==> src/rtl/sm83_mem_ctrl_if.sv <==
// CPU-side bus of the SM83 memory controller: request qualifiers, address/data and
// the ready/data_oe handshake back to the core.
interface sm83_mem_ctrl_if #(
  parameter int ADDR_W = 16,
  parameter int DATA_W = 8
);
  logic              mem_cs;
  logic              mem_oe;
  logic              mem_we;
  logic [ADDR_W-1:0] addr;
  logic [DATA_W-1:0] wdata;
  logic [DATA_W-1:0] rdata;
  logic              data_oe;
  logic              ready;

  modport master (
    output mem_cs, mem_oe, mem_we, addr, wdata,
    input  rdata, data_oe, ready
  );

  modport slave (
    input  mem_cs, mem_oe, mem_we, addr, wdata,
    output rdata, data_oe, ready
  );
endinterface

==> src/rtl/sm83_mem_ctrl.sv <==
// SM83 memory-side controller: registered region decode, read-latency sequencer and
// WRAM write path. Define SM83_BOOT_OVERLAY_EN to enable the sticky boot-ROM overlay disable.
module sm83_mem_ctrl #(
  parameter int                ADDR_W        = 16,
  parameter int                DATA_W        = 8,
  parameter logic [ADDR_W-1:0] ROM_BASE      = 16'h0000,
  parameter int                ROM_AW        = 8,
  parameter logic [ADDR_W-1:0] WRAM_BASE     = 16'hC000,
  parameter int                WRAM_AW       = 13,
  parameter int                READ_LAT      = 1,
  parameter logic [ADDR_W-1:0] BOOT_DIS_ADDR = 16'hFF50,
  parameter logic [DATA_W-1:0] UNMAP_DATA    = 8'hFF
) (
  input  logic               i_clk,
  input  logic               i_rst_n,
  sm83_mem_ctrl_if.slave     bus,
  output logic               o_rom_en,
  output logic [ROM_AW-1:0]  o_rom_addr,
  input  logic [DATA_W-1:0]  i_rom_dout,
  output logic               o_wram_en,
  output logic               o_wram_we,
  output logic [WRAM_AW-1:0] o_wram_addr,
  output logic [DATA_W-1:0]  o_wram_din,
  input  logic [DATA_W-1:0]  i_wram_dout,
  output logic               o_boot_done
);

  typedef enum logic [1:0] {S_IDLE, S_RD_WAIT, S_RD_DONE, S_WR} state_t;
  typedef enum logic [1:0] {RG_ROM, RG_WRAM, RG_BOOT, RG_UNMAP} region_t;

`ifdef SM83_BOOT_OVERLAY_EN
  localparam bit BOOT_EN = 1'b1;
`else
  localparam bit BOOT_EN = 1'b0;
`endif
  localparam logic [1:0] LAT_LAST = 2'(READ_LAT - 1);

  state_t              r_state, w_state_nxt;
  region_t             r_region, w_region_nxt, w_region_dec;
  logic [1:0]          r_cnt, w_cnt_nxt;
  logic                w_req;
  logic [ADDR_W-1:0]   w_rom_off, w_wram_off;
  logic                w_rom_hit, w_wram_hit, w_boot_hit, w_boot_done;
  logic [DATA_W-1:0]   w_rd_sel;
  logic [DATA_W-1:0]   r_rdata;
  logic                r_data_oe, r_ready;
  logic                r_rom_en, r_wram_en, r_wram_we;
  logic [ROM_AW-1:0]   r_rom_addr;
  logic [WRAM_AW-1:0]  r_wram_addr;
  logic [DATA_W-1:0]   r_wdata;

  assign w_req      = bus.mem_cs & (bus.mem_oe | bus.mem_we);
  assign w_rom_off  = bus.addr - ROM_BASE;
  assign w_wram_off = bus.addr - WRAM_BASE;
  assign w_rom_hit  = ((w_rom_off >> ROM_AW) == '0) && !w_boot_done;
  assign w_wram_hit = (w_wram_off >> WRAM_AW) == '0;
  assign w_boot_hit = BOOT_EN && (bus.addr == BOOT_DIS_ADDR);

  always_comb begin
    w_region_dec = RG_UNMAP;
    if (w_rom_hit)       w_region_dec = RG_ROM;
    else if (w_wram_hit) w_region_dec = RG_WRAM;
    else if (w_boot_hit) w_region_dec = RG_BOOT;
  end

  always_ff @(posedge i_clk or negedge i_rst_n) begin
    if (!i_rst_n) begin
      r_state  <= S_IDLE;
      r_region <= RG_UNMAP;
      r_cnt    <= 2'd0;
    end else begin
      r_state  <= w_state_nxt;
      r_region <= w_region_nxt;
      r_cnt    <= w_cnt_nxt;
    end
  end

  // Write wins over read when both qualifiers are raised together.
  always_comb begin
    w_state_nxt  = r_state;
    w_region_nxt = r_region;
    w_cnt_nxt    = r_cnt;
    unique case (r_state)
      S_IDLE: begin
        if (w_req) begin
          w_region_nxt = w_region_dec;
          w_cnt_nxt    = 2'd0;
          w_state_nxt  = bus.mem_we ? S_WR : S_RD_WAIT;
        end
      end
      S_RD_WAIT: begin
        if (r_cnt == LAT_LAST) w_state_nxt = S_RD_DONE;
        else                   w_cnt_nxt   = r_cnt + 2'd1;
      end
      S_RD_DONE: w_state_nxt = S_IDLE;
      S_WR:      w_state_nxt = S_IDLE;
      default:   w_state_nxt = S_IDLE;
    endcase
  end

  always_comb begin
    w_rd_sel = UNMAP_DATA;
    case (r_region)
      RG_ROM:  w_rd_sel = i_rom_dout;
      RG_WRAM: w_rd_sel = i_wram_dout;
      RG_BOOT: w_rd_sel = {{(DATA_W-1){1'b1}}, w_boot_done};
      default: w_rd_sel = UNMAP_DATA;
    endcase
  end

  // Outputs are derived from the next state so they line up with the state they belong to.
  always_ff @(posedge i_clk or negedge i_rst_n) begin
    if (!i_rst_n) begin
      r_rdata     <= '0;
      r_data_oe   <= 1'b0;
      r_ready     <= 1'b0;
      r_rom_en    <= 1'b0;
      r_wram_en   <= 1'b0;
      r_wram_we   <= 1'b0;
      r_rom_addr  <= '0;
      r_wram_addr <= '0;
      r_wdata     <= '0;
    end else begin
      if (r_state == S_IDLE && w_req) begin
        r_rom_addr  <= w_rom_off[ROM_AW-1:0];
        r_wram_addr <= w_wram_off[WRAM_AW-1:0];
        r_wdata     <= bus.wdata;
      end
      if (r_state == S_RD_WAIT && w_state_nxt == S_RD_DONE) r_rdata <= w_rd_sel;
      r_rom_en  <= (w_state_nxt == S_RD_WAIT) && (w_region_nxt == RG_ROM);
      r_wram_en <= ((w_state_nxt == S_RD_WAIT) || (w_state_nxt == S_WR)) && (w_region_nxt == RG_WRAM);
      r_wram_we <= (w_state_nxt == S_WR) && (w_region_nxt == RG_WRAM);
      r_ready   <= (w_state_nxt == S_RD_DONE) || (w_state_nxt == S_WR);
      r_data_oe <= (w_state_nxt == S_RD_DONE);
    end
  end

`ifdef SM83_BOOT_OVERLAY_EN
  logic r_boot_done;

  // Sticky: committed only when the write cycle completes, cleared only by reset.
  always_ff @(posedge i_clk or negedge i_rst_n) begin
    if (!i_rst_n)
      r_boot_done <= 1'b0;
    else if (r_state == S_WR && r_region == RG_BOOT && r_wdata != '0)
      r_boot_done <= 1'b1;
  end

  assign w_boot_done = r_boot_done;
`else
  assign w_boot_done = 1'b0;
`endif

  assign bus.rdata   = r_rdata;
  assign bus.data_oe = r_data_oe;
  assign bus.ready   = r_ready;
  assign o_rom_en    = r_rom_en;
  assign o_rom_addr  = r_rom_addr;
  assign o_wram_en   = r_wram_en;
  assign o_wram_we   = r_wram_we;
  assign o_wram_addr = r_wram_addr;
  assign o_wram_din  = r_wdata;
  assign o_boot_done = w_boot_done;

endmodule

==> src/flat_wrapper.sv <==
// flat-port wrapper written by rule: the top's interface ports become plain ports
module sm83_mem_ctrl_flat 
#(
  parameter int                ADDR_W        = 16,
  parameter int                DATA_W        = 8,
  parameter logic [ADDR_W-1:0] ROM_BASE      = 16'h0000,
  parameter int                ROM_AW        = 8,
  parameter logic [ADDR_W-1:0] WRAM_BASE     = 16'hC000,
  parameter int                WRAM_AW       = 13,
  parameter int                READ_LAT      = 1,
  parameter logic [ADDR_W-1:0] BOOT_DIS_ADDR = 16'hFF50,
  parameter logic [DATA_W-1:0] UNMAP_DATA    = 8'hFF
)
  (i_clk, i_rst_n, o_rom_en, o_rom_addr, i_rom_dout, o_wram_en, o_wram_we, o_wram_addr, o_wram_din, i_wram_dout, o_boot_done, bus_mem_cs, bus_mem_oe, bus_mem_we, bus_addr, bus_wdata, bus_rdata, bus_data_oe, bus_ready);
  sm83_mem_ctrl_if #(.ADDR_W(ADDR_W), .DATA_W(DATA_W)) bus_i ();
  input  logic i_clk;
  input  logic i_rst_n;
  output logic o_rom_en;
  output logic [ROM_AW-1:0] o_rom_addr;
  input  logic [DATA_W-1:0] i_rom_dout;
  output logic o_wram_en;
  output logic o_wram_we;
  output logic [WRAM_AW-1:0] o_wram_addr;
  output logic [DATA_W-1:0] o_wram_din;
  input  logic [DATA_W-1:0] i_wram_dout;
  output logic o_boot_done;
  input wire logic [$bits(bus_i.mem_cs)-1:0] bus_mem_cs;
  input wire logic [$bits(bus_i.mem_oe)-1:0] bus_mem_oe;
  input wire logic [$bits(bus_i.mem_we)-1:0] bus_mem_we;
  input wire logic [$bits(bus_i.addr)-1:0] bus_addr;
  input wire logic [$bits(bus_i.wdata)-1:0] bus_wdata;
  output wire logic [$bits(bus_i.rdata)-1:0] bus_rdata;
  output wire logic [$bits(bus_i.data_oe)-1:0] bus_data_oe;
  output wire logic [$bits(bus_i.ready)-1:0] bus_ready;
  assign bus_i.mem_cs = bus_mem_cs;
  assign bus_i.mem_oe = bus_mem_oe;
  assign bus_i.mem_we = bus_mem_we;
  assign bus_i.addr = bus_addr;
  assign bus_i.wdata = bus_wdata;
  assign bus_rdata = bus_i.rdata;
  assign bus_data_oe = bus_i.data_oe;
  assign bus_ready = bus_i.ready;
  sm83_mem_ctrl #(.ADDR_W(ADDR_W), .DATA_W(DATA_W), .ROM_BASE(ROM_BASE), .ROM_AW(ROM_AW), .WRAM_BASE(WRAM_BASE), .WRAM_AW(WRAM_AW), .READ_LAT(READ_LAT), .BOOT_DIS_ADDR(BOOT_DIS_ADDR), .UNMAP_DATA(UNMAP_DATA)) u_core (.i_clk(i_clk), .i_rst_n(i_rst_n), .bus(bus_i), .o_rom_en(o_rom_en), .o_rom_addr(o_rom_addr), .i_rom_dout(i_rom_dout), .o_wram_en(o_wram_en), .o_wram_we(o_wram_we), .o_wram_addr(o_wram_addr), .o_wram_din(o_wram_din), .i_wram_dout(i_wram_dout), .o_boot_done(o_boot_done));
endmodule
==> config.mk <==
export PLATFORM = sky130hd
export DESIGN_NAME = sm83_mem_ctrl_flat
export DESIGN_NICKNAME = d
export VERILOG_FILES = /design/src/rtl/sm83_mem_ctrl_if.sv /design/src/rtl/sm83_mem_ctrl.sv /design/src/flat_wrapper.sv
export SDC_FILE = /design/constraint.sdc
export NUM_CORES = 1
export LEC_CHECK = 0
export CAP_MARGIN = 20
export CORE_ASPECT_RATIO = 0.6
export CORE_MARGIN = 3
export CORE_UTILIZATION = 45
export CTS_BUF_LIST = sky130_fd_sc_hd__clkbuf_4 sky130_fd_sc_hd__clkbuf_8
export DETAILED_ROUTE_END_ITERATION = 7
export PLACE_DENSITY = 0.92
export SKIP_LAST_GASP = 1
export SYNTH_ARGS = -nofsm -noshare
export SYNTH_HDL_FRONTEND = slang
export SYNTH_SLANG_ARGS = --single-unit
==> constraint.sdc <==
create_clock -name i_clk -period 4.2 [get_ports i_clk]
set_input_delay 0.42 -clock i_clk [delete_from_list [all_inputs] [get_ports i_clk]]
set_output_delay 0.42 -clock i_clk [all_outputs]
set_load 0.05 [all_outputs]
==> metrics.txt, run 1 <==
main combinational cell family by area after synthesis=multiplexers; area leader, netlist=dfrtp_1; dpl hpwl=3.18 mm; mapped cell area=1800 µm²; routed length on met1=1.89 mm; Worst EP required=4370 ps; Worst path top cell family by delay=buffers and inverters; Top Metal Used=met4; Post-Synth XOR/XNOR Area=0%; vias=1,374; final-report hold violation count=0; worst skew pair latency=280 ps; multiplexer area fraction after synthesis=16.4%; PD cells=949 nW/µm²; Slew Limit Headroom=35.5%; Fmax=425 MHz; register area share after synthesis=55.8%; Routed met3 length=364 µm; starting density of the core=48.0%; gr usage total=18.8%; placed cells=264; CORE AREA=3740 µm²; Post-Syn Nets=193; 1st-iter DRT viols=49; Clock Sink Count=40; share of the synthesized area in the top cell type=52.9%; number of library cell types mapped by synthesis=34; startpoint types=input pin; Die ar.=4810 µm²; Slew Viols, Final=0; DR WL/cell=15.7 µm; clk buf depth=2; Avg Cell Area, Syn=12.3 µm²; cell count after synthesis=146; post-synthesis simple-gate area fraction=8.77%; Post-Route WL=4.28 mm; Period minus WS final=2360 ps; period utilization=56.1%; worst path arrival time=2520 ps; pin count of the biggest net entering global routing=41; Vias/cell=5.05; max cap viols=0; CP Class=in -> reg; unrepaired setup endpoints after global routing=no; Post-synth EDFFs=0; final RePlAce weighted congestion=0.836; # diodes=0; met2 wire len=1.98 mm; layout cells sized above 1=16.9%; worst-margin pin slew=967 ps; post-synthesis adder-cell area fraction=1.39%; YS warnings=0; Resized Gates After CTS=0; post-synthesis compound-gate area fraction=9.47%; CP Max Fanout=18; most frequent cells in the layout=85 x clkdlybuf4s50_1, 38 x dfrtp_1, 14 x mux2_2, 13 x o21ai_0, 9 x nand2_1; Worst path max stage delay=690 ps; async set-reset flop share out of synthesis=100%; CTS tree=yes; Max IR drop VDD=0.668 mV; IO buf count=86; Synth area leaders=dfrtp_1 53%, mux2_2 8.8%, mux2_4 5.8%; fillers=261; CP Capture Type=register; final setup fails=0; CP Depth=5; setup tns final=0 ps; first-pass GRT wire length=6.67 mm; Top Ports=88; # rows=17; CTS H-tree lvls=2; clock skew=6.61 ps; vias in the first global route=1,347; CTS Root Cell=clkbuf_8; most used flip-flop cell after synthesis=dfrtp_1; GR Overflow Total=0; worst hold path type=in -> async; Hold Buf Count CTS=0; area delta synth->final=54.0%; number of post-CTS setup repair buffers=0; initial antenna violation count=0; die span in y=54.9 µm; R2R cell count=4; Synth Register Bits=40; leak pwr=1.19 nW; Reg clk slew, reported paths=80 ps; worst path cell trace=clkdlybuf4s50_1 > o21ai_0 > or2_1 > buf_4 > mux2_2; status=completed; Finished Layout Cells=272; CTS buffer count=5; most common cell after layout, fill and taps aside=clkdlybuf4s50_1; Slowest cell on crit path=or2_1; die width=87.6 µm; DRC=0; Antenna Nets Post-Route=0; critical path buffer and inverter count=2; DR pass1 iterations=4; Final Net Count=271
-- metrics by stage --
stage / hold WS [ps] / setup slack, ps / utilization [%] / cell area [µm²] / total power, mW
6_report: 231 / 1840 / 73.9 / 2770 / 2.62
5_1_grt: 306 / 1740 / 73.9 / 2770 / 2.74
4_1_cts: 272 / 1850 / 73.9 / 2770 / 2.65
3_5_place_dp: 469 / 1560 / 69.7 / 2610 / 2.21
3_3_place_gp: 461 / 1660 / 69.7 / 2610 / 2.17
2_1_floorplan: 124 / 2690 / - / 1800 / 1.74
-- kinds of logic after synthesis --
group / count (synthesis)
flops: 40
mux: 23
fa+ha+maj: 2
simple gates: 29
buf+inv: 24
compound gates: 27
other cells: 1
-- state kept, by name, indices dropped and copies added (netlist names) --
name	count
u_core.o_wram_addr	13
u_core.o_wram_din	8
u_core.r_state	2
u_core.bus.data_oe	1
u_core.o_rom_en	1
u_core.bus.ready	1
u_core.bus.rdata	8
u_core.o_wram_en	1
u_core.r_region	2
u_core.r_cnt	2
u_core.o_wram_we	1
-- where the power goes --
part           leakage, nW  switching [mW]  internal, mW
combinational        0.631           0.964         0.543
clock               0.0784           0.131         0.297
sequential           0.482           0.119         0.570
total                 1.19            1.21          1.41
-- worst paths after layout --
kind                                                 start                           endpoint  slack [ps]
min reg2reg                u_core.bus.rdata[5]$_DFFE_PN0P_    u_core.bus.rdata[5]$_DFFE_PN0P_         480
max reg2reg                    u_core.r_state[0]$_DFF_PN0_  u_core.o_wram_addr[3]$_DFFE_PN0P_        2170
min in group i_clk         u_core.bus.rdata[5]$_DFFE_PN0P_    u_core.bus.rdata[5]$_DFFE_PN0P_         480
min                                                i_rst_n    u_core.bus.rdata[0]$_DFFE_PN0P_         230
max                                             bus_mem_we  u_core.o_wram_addr[3]$_DFFE_PN0P_        1840
max in group asynchronous                          i_rst_n    u_core.bus.rdata[3]$_DFFE_PN0P_        3420
-- metal layers --
layer / global-route usage, % / vias to the layer above
met1: 24.0 / 674
met3: 7.25 / 4
met4: 5.87 / 0
li1: - / 642
met5: 0 / -
met2: 30.0 / 54
-- final cells by class --
class	count	area, µm²	share of cell area (%)
timing repair buffer	87	863	31.2
clock inverter	3	90.1	3.26
multi-input combinational	82	652	23.6
inverter	8	30.0	1.09
tap	47	58.8	2.13
sequential	40	1000	36.3
clock buffer	5	68.8	2.49
-- Yosys cell counts, types with 2 or more instances --
library cell / n
o21ai_0: 13
dfstp_2: 2
buf_6: 2
clkbuf_1: 3
nand2_1: 9
ha_1: 2
inv_1: 7
or2_0: 2
nor2_1: 3
mux2_2: 14
mux2_4: 7
nor2b_1: 7
buf_2: 2
a211oi_1: 7
dfrtp_1: 38
nor3b_1: 2
buf_4: 9
Note: power is estimated with default switching activity, not from simulation.
==> run 2, diff against run 1 <==
--- a/config.mk
+++ b/config.mk
@@ -8,10 +8,10 @@
 export CAP_MARGIN = 20
 export CORE_ASPECT_RATIO = 0.6
 export CORE_MARGIN = 3
-export CORE_UTILIZATION = 45
+export CORE_UTILIZATION = 42
 export CTS_BUF_LIST = sky130_fd_sc_hd__clkbuf_4 sky130_fd_sc_hd__clkbuf_8
 export DETAILED_ROUTE_END_ITERATION = 7
-export PLACE_DENSITY = 0.92
+export PLACE_DENSITY = 0.87
 export SKIP_LAST_GASP = 1
 export SYNTH_ARGS = -nofsm -noshare
 export SYNTH_HDL_FRONTEND = slang
==> constraint.sdc (replaced) <==
create_clock -name i_clk -period 2.2 [get_ports i_clk]
set_input_delay 0.22 -clock i_clk [delete_from_list [all_inputs] [get_ports i_clk]]
set_output_delay 0.22 -clock i_clk [all_outputs]
set_load 0.05 [all_outputs]
==> run 2 against run 1 <==
Net effect: flip-flop and latch count did not move; hold slack got worse by 180 ps; sequential power grew 89%; global-route usage decreased by 2.7 points; wire length down 7.1%; via count decreased by 1.9%; critical path depth decreased by 4.
==> metrics.txt, run 2 (synthesized netlist as in run 1, its figures left out) <==
status=completed; Routed met3 length=330 µm (-9.3%); most common cell after layout, fill and taps aside=clkdlybuf4s50_1; Clock Sink Count=40 (unchanged); worst setup margin=495 ps (-1350 ps); vias in the first global route=1,383 (+2.7%); Slowest cell on crit path=clkdlybuf4s50_1; die width=90.4 µm (+3.3%); layout cells sized above 1=17.3% (+0.37 points); post-route cell area=2740 µm² (-1.0%); # diodes=0 (unchanged); startpoint types=register; worst-margin pin slew=880 ps (-87.2 ps); period utilization=77.5%; R2R Path Start=u_core.r_state[0]$_DFF_PN0_; r2r endpoint=u_core.r_cnt[1]$_DFFE_PN0P_; unrepaired setup endpoints after global routing=no; CP Capture Type=output pin; dpl hpwl=2.99 mm (-6.2%); Worst path top cell family by delay=buffers and inverters; DR WL/cell=14.0 µm (-11%); vias=1,348 (-1.9%); GR Overflow Total=0 (unchanged); Final Net Count=272 (+0.37%); Vias/cell=4.76 (-5.7%); Slew Limit Headroom=41.3% (+5.8 points); 1st-iter DRT viols=34 (-31%); Largest register FFs=13 (unchanged); CP Class=reg -> out; routed length on met1=1.77 mm (-6.3%); Worst path max stage delay=820 ps (+130 ps); Die ar.=5120 µm² (+6.5%); Reg clk slew, reported paths=70 ps (about the same); DRC=0 (unchanged); clock skew=2.95 ps (-3.66 ps); max cap viols=0 (unchanged); WHS=54.2 ps (-177 ps); die span in y=56.7 µm (+3.1%); Fmax=587 MHz; CTS tree=yes; initial antenna violation count=0 (unchanged); Post-Place Worst Slack=294 ps (-1270 ps); worst path cell trace=clkdlybuf4s50_1; CORE AREA=3890 µm² (+4.0%); most frequent cells in the layout=85 x clkdlybuf4s50_1, 38 x dfrtp_1, 14 x mux2_2, 13 x o21ai_0, 9 x nand2_1; placed cells=275 (+4.2%); setup tns final=0 ps (unchanged); CTS H-tree lvls=2 (unchanged); met2 wire len=1.85 mm (-6.6%); Period minus WS final=1700 ps; Finished Layout Cells=283 (+4.0%); worst hold path type=in -> async; R2R cell count=5 (+1); pin count of the biggest net entering global routing=41 (unchanged); PD cells=1720 nW/µm² (+81%); Top Ports=88 (unchanged); final setup fails=0 (unchanged); final-report hold violation count=0 (unchanged); DR pass1 iterations=4 (unchanged); worst path arrival time=1480 ps (-1040 ps); critical path buffer and inverter count=1 (-1); clk buf depth=2 (unchanged); final RePlAce weighted congestion=0.719 (-14%); CTS buffer count=5 (unchanged); starting density of the core=46.2% (-1.8 points); CP Max Fanout=3 (-15); R2R Setup Slk=550 ps (-1620 ps); # rows=17 (unchanged); number of post-CTS setup repair buffers=0 (unchanged); worst skew pair latency=280 ps (about the same); Post-DP Area=2640 µm² (+1.2%); Post-Route WL=3.98 mm (-7.1%); CTS Root Cell=clkbuf_8; area delta synth->final=52.4%; leak pwr=1.18 nW (-1.3%); Hold Buf Count CTS=0 (unchanged); Worst EP required=1980 ps (-2390 ps); first-pass GRT wire length=6.50 mm (-2.5%); gr usage total=16.1% (-2.7 points); Slew Viols, Final=0 (unchanged); Max IR drop VDD=1.17 mV (+75%); Resized Gates After CTS=0 (unchanged); IO buf count=86 (unchanged); Top Metal Used=met4; Antenna Nets Post-Route=0 (unchanged)
[run 2: cell count changes in the layout (fill, tap and decap cells not counted)]
cell	before	now
bufinv_16	3	0
buf_12	0	1
clkbuf_4	0	2
clkbuf_8	5	6
[run 2: worst max path at each step]
stage	from	end	slack (ps)	cells after the start
after floorplan	u_core.r_state[0]$_DFF_PN0_	u_core.o_wram_addr[10]$_DFFE_PN0P_	690	5
after detailed placement	bus_mem_we	u_core.r_cnt[1]$_DFFE_PN0P_	290	6
final	u_core.o_wram_addr[4]$_DFFE_PN0P_	o_wram_addr[4]	500	1
after CTS	u_core.o_wram_addr[4]$_DFFE_PN0P_	o_wram_addr[4]	480	1
after global placement	bus_mem_we	u_core.o_wram_din[5]$_DFFE_PN0P_	320	5
after global routing	u_core.r_state[0]$_DFF_PN0_	u_core.r_cnt[1]$_DFFE_PN0P_	440	5
[run 2: per-stage QoR]
stage | util, % | power [mW]
2_1_floorplan | - | 3.33
3_3_place_gp | 67.8 | 4.18
3_5_place_dp | 67.8 | 4.22
4_1_cts | 70.3 | 4.75
5_1_grt | 70.3 | 4.94
6_report | 70.3 | 4.70
[run 2: power breakdown]
part / internal [mW] / total (mW) / switching [mW]
Sequential: 1.09 / 1.30 / 0.215
Combinational: 1.06 / 2.89 / 1.83
Clock: 0.280 / 0.512 / 0.232
[run 2: routing by layer]
metal | vias up | global-route usage [%]
li1 | 648 | -
met1 | 645 | 20.8
met2 | 51 | 25.5
met3 | 4 | 6.96
met4 | 0 | 3.27
met5 | - | 0
[run 2: area by class of cell]
type                    instances  area, µm²
fillers                       298       1150
well taps                      57       71.3
inverters                       8       30.0
multi-input cells              82        652
clock buffers                   8       97.6
flip-flops and latches         40       1000
repair buffers                 88        883
==> run 3, diff against run 2 <==
==> constraint.sdc (replaced) <==
create_clock -name i_clk -period 1.69 [get_ports i_clk]
set_input_delay 0.169 -clock i_clk [delete_from_list [all_inputs] [get_ports i_clk]]
set_output_delay 0.169 -clock i_clk [all_outputs]
set_load 0.05 [all_outputs]
==> run 3 against run 2 <==
Net effect: die area unchanged; cell count grew 1.4%; critical endpoint is now o_rom_addr[6]; clock skew increased by 5.1 ps; sequential share of layout area decreased by 0.90 points.
==> metrics.txt, run 3 (synthesized netlist as in run 1, its figures left out) <==
status=completed; Top Metal Used=met4; Slowest cell on crit path=clkdlybuf4s50_1; GR Overflow Total=0 (unchanged); worst path arrival time=1490 ps (about the same); CP Max Fanout=3 (unchanged); leak pwr=1.24 nW (+5.2%); Finished Layout Cells=287 (+1.4%); pin count of the biggest net entering global routing=27 (-34%); 1st-iter DRT viols=64 (+88%); final RePlAce weighted congestion=0.775 (+7.7%); CTS Root Cell=clkbuf_8; Final Net Count=276 (+1.5%); Routed met3 length=341 µm (+3.3%); most frequent cells in the layout=78 x clkdlybuf4s50_1, 38 x dfrtp_1, 14 x mux2_2, 12 x o21ai_0, 9 x nand2_1; final setup fails=0 (unchanged); clock skew=8.01 ps (+5.06 ps); gr usage total=16.4% (+0.24 points); DRC=0 (unchanged); Worst path top cell family by delay=buffers and inverters; vias in the first global route=1,374 (-0.65%); Die ar.=5120 µm² (unchanged); CTS H-tree lvls=2 (unchanged); clk buf depth=2 (unchanged); met2 wire len=1.90 mm (+2.6%); die width=90.4 µm (unchanged); startpoint types=register; Post-Route WL=4.05 mm (+1.7%); max cap viols=0 (unchanged); Antenna Nets Post-Route=0 (unchanged); layout cells sized above 1=20.9% (+3.6 points); starting density of the core=46.2% (unchanged); # rows=17 (unchanged); worst path cell trace=clkdlybuf4s50_1; Slew Viols, Final=0 (unchanged); first-pass GRT wire length=6.62 mm (+1.9%); Post-DP Area=2660 µm² (+0.85%); Final Core Density=72.1% (+1.8 points); final-report hold violation count=0 (unchanged); CP Class=reg -> out; CP Capture Type=output pin; period utilization=97.9%; post-route cell area=2810 µm² (+2.5%); PD cells=2250 nW/µm² (+31%); # diodes=0 (unchanged); WHS=378 ps (+324 ps); routed length on met1=1.78 mm (+0.34%); DR WL/cell=14.1 µm (+0.32%); Worst path max stage delay=830 ps (about the same); DR pass1 iterations=4 (unchanged); Worst EP required=1520 ps (-460 ps); CORE AREA=3890 µm² (unchanged); Slew Limit Headroom=65.4% (+24 points); IO buf count=86 (unchanged); Largest register FFs=13 (unchanged); Reg clk slew, reported paths=80 ps (about the same); worst hold path type=in -> async; Clock Sink Count=40 (unchanged); unrepaired setup endpoints after global routing=yes; Post-Place Worst Slack=-128 ps (-423 ps); die span in y=56.7 µm (unchanged); placed cells=278 (+1.1%); number of post-CTS setup repair buffers=0 (unchanged); Vias/cell=4.71 (-1.2%); Design Power=6.30 mW (+34%); CTS buffer count=5 (unchanged); most common cell after layout, fill and taps aside=clkdlybuf4s50_1; Fmax=604 MHz; setup tns final=0 ps (unchanged); worst skew pair latency=280 ps (about the same); worst-margin pin slew=517 ps (-363 ps); area delta synth->final=56.2%; vias=1,351 (+0.22%); CTS tree=yes; dpl hpwl=3.15 mm (+5.5%); initial antenna violation count=0 (unchanged); Period minus WS final=1660 ps; Max IR drop VDD=1.95 mV (+67%); Top Ports=88 (unchanged); worst setup margin=34.9 ps (-460 ps); critical path buffer and inverter count=1 (unchanged)
[run 3: changes by cell type in the layout (fill, tap and decap cells not counted)]
| cell | change |
|---|---|
| clkbuf_4 | -2 |
| dlygate4sd3_1 | +1 |
| clkbuf_8 | +1 |
| or2_4 | +1 |
| or2_0 | -1 |
| dlymetal6s2s_1 | +2 |
| clkdlybuf4s50_1 | -7 |
| o21ai_0 | -1 |
| bufinv_16 | +1 |
| o21ai_1 | +1 |
| buf_12 | +1 |
| buf_4 | +7 |
[run 3: power breakdown]
part	leakage [nW]	internal (mW)	switching, mW	total, mW
registers	0.482	1.42	0.289	1.71
clock network	0.0645	0.521	0.312	0.833
logic	0.690	1.38	2.39	3.77
total	1.24	3.32	2.99	6.30
[run 3: final timing paths]
check                                             startpoint                               end  slack [ps]  depth (start not counted)
max in group asynchronous                            i_rst_n      u_core.r_region[1]$_DFF_PN1_         750                          3
min                                                  i_rst_n  u_core.o_wram_din[2]$_DFFE_PN0P_         380                          2
min in group i_clk           u_core.bus.rdata[0]$_DFFE_PN0P_   u_core.bus.rdata[0]$_DFFE_PN0P_         480                          1
min reg2reg                  u_core.bus.rdata[0]$_DFFE_PN0P_   u_core.bus.rdata[0]$_DFFE_PN0P_         480                          1
max                        u_core.o_wram_addr[6]$_DFFE_PN0P_                     o_rom_addr[6]          30                          1
max reg2reg                      u_core.r_state[0]$_DFF_PN0_       u_core.r_cnt[1]$_DFFE_PN0P_         120                          5
[run 3: routing by layer]
metal	GRT usage, %	up-vias
li1	-	651
met1	21.8	650
met2	25.4	48
met3	6.83	2
met4	2.83	0
met5	0	-
[run 3: area by class of cell]
class                           instances  area, µm²
Sequential cell                        40       1000
Timing Repair Buffer                   92        921
Multi-Input combinational cell         82        654
Tap cell                               57       71.3
Inverter                                8       30.0
Clock inverter                          1       30.0
Clock buffer                            7       96.3
Fill cell                             264       1090
[run 3: timing repair]
item	in CTS	in global routing
endpoints found under the hold margin	19	0
setup endpoints to repair	0	11
hold buffers	1	0
gates resized for setup	0	5
